File: config.mk
export PLATFORM = sky130hd
export DESIGN_NAME = t07_button_strobe
export DESIGN_NICKNAME = d
export VERILOG_FILES = /design/src/rtl/t07_button_strobe.sv
export SDC_FILE = /design/constraint.sdc
export NUM_CORES = 1
export LEC_CHECK = 0
export CAP_MARGIN = 5
export CORE_UTILIZATION = 45
export DETAILED_ROUTE_END_ITERATION = 10
export PLACE_DENSITY_LB_ADDON = 0.08
export SKIP_LAST_GASP = 1
export SLEW_MARGIN = 10
export SYNTH_ARGS = -nofsm -noshare
export SYNTH_HDL_FRONTEND = slang
export SYNTH_SLANG_ARGS = --single-unit
File: constraint.sdc
create_clock -name clk -period 4.27 [get_ports clk]
set_input_delay 0.854 -clock clk [delete_from_list [all_inputs] [get_ports clk]]
set_output_delay 0.854 -clock clk [all_outputs]
set_load 0.03 [all_outputs]
File: src/rtl/t07_button_strobe.sv
// t07_button_strobe
// Debounces a bank of six one-hot pushbuttons {BACK,LEFT,DOWN,RIGHT,UP,SELECT}
// and presents the accepted code on 'button', followed two cycles later by a
// single-cycle 'strobe' telling the game logic when to consume it.
// Optional feature: define T07_AUTOREPEAT_EN to re-issue the strobe every
// REPEAT_CYCLES cycles while the button stays held.
module t07_button_strobe #(
    parameter int DEBOUNCE_CYCLES = 16,
    parameter int REPEAT_CYCLES   = 64
) (
    input  logic       clk,
    input  logic       nrst,
    input  logic [5:0] pb_in,
    output logic [5:0] button,
    output logic       strobe
);

    localparam int MAX_CYCLES = (DEBOUNCE_CYCLES > REPEAT_CYCLES) ? DEBOUNCE_CYCLES : REPEAT_CYCLES;
    localparam int CNT_W      = $clog2(MAX_CYCLES) + 1;

    localparam logic [CNT_W-1:0] DEB_LAST    = CNT_W'(DEBOUNCE_CYCLES - 1);
    localparam logic [CNT_W-1:0] SETTLE_LAST = CNT_W'(1);
    localparam logic [CNT_W-1:0] CNT_MAX     = '1;

    typedef enum logic [2:0] {
        IDLE,
        DEBOUNCE,
        SETTLE,
        PULSE,
        HOLD,
        RELEASE
    } state_t;

    state_t             state;
    logic [5:0]         sync_meta;
    logic [5:0]         sync;
    logic [5:0]         cand;
    logic [CNT_W-1:0]   cnt;
    logic [CNT_W-1:0]   cnt_inc;
    logic               sync_valid;

`ifdef T07_AUTOREPEAT_EN
    localparam logic [CNT_W-1:0] REP_LAST = CNT_W'(REPEAT_CYCLES - 1);
    logic [CNT_W-1:0]   rep_cnt;
`endif

    // A press candidate must have exactly one bit set; idle or chorded inputs are ignored.
    assign sync_valid = (sync != 6'd0) && ((sync & (sync - 6'd1)) == 6'd0);

    // The shared counter sticks at all-ones rather than wrapping back to zero.
    assign cnt_inc = (cnt == CNT_MAX) ? cnt : cnt + CNT_W'(1);

    // Two-flop synchronizer bringing the raw buttons into the clk domain.
    always_ff @(posedge clk or negedge nrst) begin
        if (!nrst) begin
            sync_meta <= '0;
            sync      <= '0;
        end else begin
            sync_meta <= pb_in;
            sync      <= sync_meta;
        end
    end

    // Press/release debouncer with registered button code and consume strobe.
    always_ff @(posedge clk or negedge nrst) begin
        if (!nrst) begin
            state  <= IDLE;
            cand   <= '0;
            cnt    <= '0;
            button <= '0;
            strobe <= 1'b0;
`ifdef T07_AUTOREPEAT_EN
            rep_cnt <= '0;
`endif
        end else begin
            strobe <= 1'b0;
            case (state)
                IDLE: begin
                    button <= '0;
                    if (sync_valid) begin
                        cand  <= sync;
                        cnt   <= '0;
                        state <= DEBOUNCE;
                    end
                end

                DEBOUNCE: begin
                    if (sync == cand) begin
                        if (cnt == DEB_LAST) begin
                            button <= cand;
                            cnt    <= '0;
                            state  <= SETTLE;
                        end else begin
                            cnt <= cnt_inc;
                        end
                    end else begin
                        cnt   <= '0;
                        state <= IDLE;
                    end
                end

                SETTLE: begin
                    if (cnt == SETTLE_LAST) begin
                        cnt    <= '0;
                        strobe <= 1'b1;
                        state  <= PULSE;
                    end else begin
                        cnt <= cnt_inc;
                    end
                end

                PULSE: begin
                    state <= HOLD;
`ifdef T07_AUTOREPEAT_EN
                    rep_cnt <= '0;
`endif
                end

                HOLD: begin
                    if (sync != button) begin
                        cnt   <= '0;
                        state <= RELEASE;
                    end
`ifdef T07_AUTOREPEAT_EN
                    else if (rep_cnt == REP_LAST) begin
                        strobe  <= 1'b1;
                        rep_cnt <= '0;
                    end else begin
                        rep_cnt <= rep_cnt + CNT_W'(1);
                    end
`endif
                end

                RELEASE: begin
                    if (sync == 6'd0) begin
                        if (cnt == DEB_LAST) begin
                            button <= '0;
                            cnt    <= '0;
                            state  <= IDLE;
                        end else begin
                            cnt <= cnt_inc;
                        end
                    end else begin
                        cnt <= '0;
                    end
                end

                default: begin
                    button <= '0;
                    cnt    <= '0;
                    state  <= IDLE;
                end
            endcase
        end
    end

endmodule
==> results of run 1 <==
how the worst max path moves through the flow:
stage / from / endpoint / slack, ns / cells after the start
finish: sync[3] / cnt[0] / 1.96 / 6
global route: sync[3] / cnt[0] / 1.82 / 6
CTS: sync[3] / cnt[0] / 1.96 / 6
detailed placement: sync[3] / cnt[0] / 1.99 / 6
global placement: sync[3] / cnt[0] / 2.04 / 6
floorplan: sync[3] / cand[1] / 2.15 / 5
power groups by stage:
| stage | Sequential [mW] | Combinational [mW] | Clock (mW) |
|---|---|---|---|
| final | 0.382 | 0.0768 | 0.305 |
| after global routing | 0.385 | 0.0848 | 0.328 |
| after CTS | 0.381 | 0.0782 | 0.314 |
| after detailed placement | 0.388 | 0.0775 | 0 |
| after global placement | 0.388 | 0.0759 | 0 |
| after floorplan | 0.376 | 0.0645 | 0 |
logic make-up (layout without fill, tap and decap cells):
| group | count (synthesis) | in the layout | synth area share [%] |
|---|---|---|---|
| simple gates | 50 | 50 | 15.26 |
| xor+xnor | 13 | 13 | 6.613 |
| compound gates | 38 | 38 | 16.35 |
| fa+ha+maj | 2 | 2 | 1.453 |
| flops | 35 | 35 | 50.87 |
| buf+inv | 13 | 27 | 4.214 |
| mux | 6 | 6 | 5.233 |
sequential cells by signal, indices dropped and copies added (netlist names):
signal	flops
button	6
state	3
strobe	1
cnt	7
cand	6
sync	6
sync_meta	6
routing by layer:
metal	global-route usage, %	vias to the layer above	wire (µm)
met2	26.33	22	1417
met1	23.33	572	1454
met5	0	-	0
met3	5.893	8	116
li1	-	579	-
met4	9.659	0	65
metrics by stage:
stage	instances	area [µm²]	power [mW]	hold slack [ns]
2_1_floorplan	157	1722	0.4405	0.3312
3_3_place_gp	211	1872	0.4643	0.3318
5_1_grt	219	1988	0.7979	0.3568
4_1_cts	219	1988	0.7736	0.3534
6_report	219	1988	0.7632	0.3499
3_5_place_dp	211	1872	0.4652	0.3347
worst max-delay path: cells and delay by family, from the launching register on:
| family | cells | cell delay, ns |
|---|---|---|
| flip-flops | 1 | 0.46 |
| AND/OR/NAND/NOR | 1 | 0.58 |
| AO/OA/AOI/OAI | 5 | 1.15 |
layout by cell type, fill, tap and decap left out, types with 3 or more instances in the layout:
master | netlist | routed
nor4_1 | 3 | 3
clkdlybuf4s50_1 | 0 | 14
nor2b_1 | 3 | 3
mux2_4 | 6 | 6
and2_1 | 3 | 3
o21ai_0 | 7 | 7
xnor2_1 | 3 | 3
nor2_1 | 11 | 11
nand2_1 | 11 | 11
a22o_1 | 7 | 7
nand3_1 | 7 | 7
dfrtp_1 | 35 | 35
a21oi_1 | 10 | 10
inv_1 | 4 | 4
xor2_1 | 10 | 10
clkbuf_8 | 0 | 5
area by class of cell:
type                       instances  area, µm²
clock buffer                       5      68.82
clock inverter                     3      47.55
fill                             321       1673
inverter                           4      15.01
multi-input combinational        109      773.2
sequential                        35      875.8
tap                               48      60.06
timing repair buffer              15      147.6
==> out/results.txt, run 1 <==
Worst-case clock buffer depth: 2
Area Growth Syn to Fin: 15.48%
Seq cells post-synth: 35
Sequential fraction of the synthesis area: 50.87%
Chip height: 63.86 µm
Die ar.: 4077 µm²
Hold violation count in the final report: 0
Comb pwr share: 10.1%
Worst Clk Skew: 0.007782 ns
Post-DP HPWL: 2214 µm
Count leader, synth: dfrtp_1
Nets: 180
Clk sinks: 35
Max incr delay on CP: 0.58 ns
Fin. max-slew vios: 0
Postcts setup bufs: 0
Syn nets: 167
WS Path Type: reg2reg
Gr usage total: 17.96%
Std cell rows: 22
CP cell instances: or4_4 -> a21oi_1 -> a211oi_1 -> o31ai_4 -> o31ai_1 -> a22o_1
ANT cells: 0
Register share of total power: 50.0%
Total CTS buffers: 5
Antenna violations before repair: 0
DR vias/cell: 5.393
RSZ-0062 raised after global routing: false
DR iter-0 viols: 67
Worst-path maximum fanout: 7
Cell Int Power: 0.5780 mW
Max Cap Violations: 0
Worst reg2reg path depth: 6
Worst Hold Endpoint: sync[1]
Reg-to-reg startpoint: sync[3]
Cell Pwr Density: 383.9 nW/µm²
WP data required: 4.45 ns
I/O pin total: 15
1st-pass router iterations: 6
HP Start: sync_meta[1]
Final TNS setup: 0 ns
First-pass GRT wire length: 5464 µm
Crit path max-delay cell type: or4_4
Main flop type after synthesis: dfrtp_1
Final setup fails: 0
Sw power: 0.1852 mW
Clock power share: 39.9%
Clock H-tree levels: 2
Max Fclk: 0.4330 GHz
Post-DRT Antenna Nets: 0
Synth area leader: dfrtp_1
Synth Area per Inst: 10.97 µm²
Post-CTS sizing: 0
Root Buffer: clkbuf_8
Synth cell count leaders: dfrtp_1 (35), nand2_1 (11), nor2_1 (11)
Yosys cell types: 40
Final RePlAce weighted congestion: 0.7810
TritonCTS clock tree: built
Worst Slack Setup Final: 1.961 ns
Worst R2R Setup Slack: 1.96 ns
Mapped Cells: 157
DR vias: 1,181
Grt total ovfl: 0
Post-synthesis cell area: 1722 µm²
Syn. warnings: 0
PortBufs: 14
Crit path DAT: 2.49 ns
Worst-Margin Slew: 0.6585 ns
Post-Place Worst Slack: 1.994 ns
Hold Buf Count CTS: 0
Nature of the critical path startpoint: flip-flop
Core Util, Final: 54.31%
Vias in the first global route: 1,200
Switch share: 24.27%
Final wirelength: 3054 µm
Core footprint: 3661 µm²
Synth area leaders: dfrtp_1 (51%), mux2_4 (5.2%), xor2_1 (5.1%), a22o_1 (3.6%), a21oi_1 (2.9%)
Initial Util: 47.03%
CP Capture Type: flip-flop
Hold path cells: 0
Ys async rst share: 100.0%
Rel. slew slack: 55.70%
VDD IR max: 0.2418 mV
Maximum number of pins on one net before global-route repair: 27
Drt wl/cell: 13.95 µm
Tightest Hold Check Type: reg2reg
Clk pin slew, worst setup/hold paths: 0.07 ns
Skew-Pair Late Insertion Delay: 0.30 ns
Final Cycle Share: 54.08%
Layout cells sized above 1: 12.87%
Post-synth EDFFs: 0
Die width: 63.86 µm
Outcome: completed
Leak pwr: 0.8628 nW
Worst reg2reg endpoint: cnt[0]
Share of the synthesized area in the top cell type: 50.87%
Crit path time final: 2.309 ns
DRC: 0
(Power assumes the default switching activity.)
==> run 2, diff against run 1 <==
==> constraint.sdc (replaced) <==
create_clock -name clk -period 2.2 [get_ports clk]
set_input_delay 0.44 -clock clk [delete_from_list [all_inputs] [get_ports clk]]
set_output_delay 0.44 -clock clk [all_outputs]
set_load 0.03 [all_outputs]
==> run 2 against run 1 <==
Combinational power is 120% higher; sequential power is 93% higher; first-iteration DRC count is 13% higher; largest power group unchanged; critical endpoint is now cand[4]; total power is 83% higher; flip-flop and latch count stayed put; clock skew is 0.0026 ns higher; final cell count is 4.1% higher; critical path depth is 2 lower; routed wire length is 5.4% higher; non-clock buffer count is 9 higher.
==> out/results.txt, run 2 (same netlist as run 1, synthesis figures left out) <==
Outcome: completed
Postcts setup bufs: 0 (unchanged)
Critical path origin: sync[5]
Drt wl/cell: 14.12 µm (+1.2%)
PortBufs: 14 (unchanged)
Largest Register: cnt
Final RePlAce weighted congestion: 0.9085 (+16%)
WS Path Type: reg2reg
Final setup fails: 0 (unchanged)
Total CTS buffers: 5 (unchanged)
Cell Pwr Density: 677.2 nW/µm² (+76%)
Vias in the first global route: 1,200 (unchanged)
VDD IR max: 0.4561 mV (+89%)
Hold violation count in the final report: 0 (unchanged)
Final wirelength: 3219 µm (+5.4%)
Nature of the critical path startpoint: flip-flop
CP Capture Type: flip-flop
Worst R2R Setup Slack: 0.06 ns (-1.90 ns)
Max incr delay on CP: 0.53 ns (-0.05 ns)
DR vias/cell: 5.469 (+1.4%)
DR vias: 1,247 (+5.6%)
First-pass GRT wire length: 5533 µm (+1.3%)
Die width: 63.86 µm (unchanged)
WP data required: 2.38 ns (-2.07 ns)
Leak pwr: 0.9028 nW (+4.6%)
Final Cycle Share: 97.13% (+43 points)
Skew-Pair Late Insertion Delay: 0.29 ns (about the same)
Max reg flops: 7 (unchanged)
Crit path to: cand[4]
DR iter-0 viols: 76 (+13%)
Crit path max-delay cell type: or4_4
Crit path DAT: 2.32 ns (-0.17 ns)
RSZ-0062 raised after global routing: false
Antenna violations before repair: 0 (unchanged)
Reg-to-reg startpoint: sync[5]
1st-pass router iterations: 4 (-2)
DRC: 0 (unchanged)
Post-CTS sizing: 0 (unchanged)
Maximum number of pins on one net before global-route repair: 36 (+33%)
Fin. max-slew vios: 0 (unchanged)
Crit path time final: 2.137 ns (-0.1726 ns)
Nets: 189 (+5.0%)
Final TNS setup: 0 ns (unchanged)
Leading cell type in the layout, fill and taps excluded: dfrtp_1
Worst-case clock buffer depth: 2 (unchanged)
Gr usage total: 18.01% (+0.055 points)
Max Fclk: 0.4680 GHz (+8.1%)
Core footprint: 3661 µm² (unchanged)
Hold Slack: 0.3504 ns (+0.0004630 ns)
Initial Util: 47.03% (unchanged)
Chip height: 63.86 µm (unchanged)
Layout cells sized above 1: 18.89% (+6.0 points)
Tightest Hold Check Type: reg2reg
Max Cap Violations: 0 (unchanged)
Worst Clk Skew: 0.01042 ns (+0.002638 ns)
Fill count: 314 (-2.2%)
Clock H-tree levels: 2 (unchanged)
Rel. slew slack: 67.98% (+12 points)
Grt total ovfl: 0 (unchanged)
Post-DRT Antenna Nets: 0 (unchanged)
Post-DP HPWL: 2358 µm (+6.5%)
Hold Buf Count CTS: 0 (unchanged)
Worst-Margin Slew: 0.4771 ns (-0.1814 ns)
Std cell rows: 22 (unchanged)
ANT cells: 0 (unchanged)
Worst reg2reg endpoint: cand[4]
Root Buffer: clkbuf_8
Area Growth Syn to Fin: 19.48%
Die ar.: 4077 µm² (unchanged)
CP cell instances: or4_4 -> a21o_1 -> a2111o_4 -> mux2_4
Commonest non-fill, non-tap cells in the layout: dfrtp_1 (34), clkdlybuf4s50_1 (14), nor2_1 (11), nand2_1 (11)
Worst reg2reg path depth: 4 (-2)
Clk sinks: 35 (unchanged)
I/O pin total: 15 (unchanged)
Clk pin slew, worst setup/hold paths: 0.08 ns (about the same)
Worst-path maximum fanout: 7 (unchanged)
TritonCTS clock tree: built
## run 2: changes by cell type in the layout (fill, tap and decap cells not counted), sizes merged
cell      delta
clkbuf       +1
buf          +9
clkinvlp     +1
bufinv       -1
inv          -1
## run 2: how the worst min path moves through the flow
| stage | startpoint | to | slack [ns] | cells after the start |
|---|---|---|---|---|
| after global routing | sync_meta[2] | sync[2] | 0.36 | 0 |
| after global placement | sync_meta[1] | sync[1] | 0.33 | 0 |
| after floorplan | nrst | button[0] | 0.14 | 0 |
| after detailed placement | sync_meta[2] | sync[2] | 0.33 | 0 |
| final | sync_meta[2] | sync[2] | 0.35 | 0 |
| after CTS | sync_meta[2] | sync[2] | 0.35 | 0 |
## run 2: per-stage QoR
stage	power, mW	setup slack [ns]	cells	util, %	instance area (µm²)
6_report	1.393	0.06324	228	56.19	2057
5_1_grt	1.457	0.01046	228	56.19	2057
4_1_cts	1.400	0.02995	228	55.67	2038
3_5_place_dp	0.9120	0.05863	220	52.97	1939
3_3_place_gp	0.9043	0.09660	220	52.97	1939
2_1_floorplan	0.8550	0.08434	157	-	1722
## run 2: critical path, delay by kind of cell, from the launching register on
kind	cells	cell delay, ns
compound gates	2	0.70
flops	1	0.47
simple gates	1	0.53
mux	1	0.32
## run 2: area by class of cell
type | count | area [µm²] | share of cell area (%)
tap | 48 | 60.06 | 2.920
clock buffer | 6 | 82.58 | 4.015
inverter | 4 | 15.01 | 0.7299
sequential | 35 | 877.1 | 42.64
multi-input combinational | 109 | 790.8 | 38.44
timing repair buffer | 24 | 215.2 | 10.46
clock inverter | 2 | 16.27 | 0.7908
## run 2: power by group
group / switching, mW / leakage, nW / internal, mW / total [mW]
combinational: 0.0719 / 0.408 / 0.0960 / 0.168
clock: 0.231 / 0.0474 / 0.255 / 0.486
sequential: 0.0495 / 0.448 / 0.690 / 0.739
## run 2: layer usage
layer  vias up  part of all wire [%]  GRT usage (%)  routed length, µm
met5         -                     0              0                  0
met4         0                  0.71          6.818                 23
met3         4                   4.1          5.357                131
li1        599                     -              -                  -
met1       611                    48          23.78               1532
met2        33                    48          27.79               1531
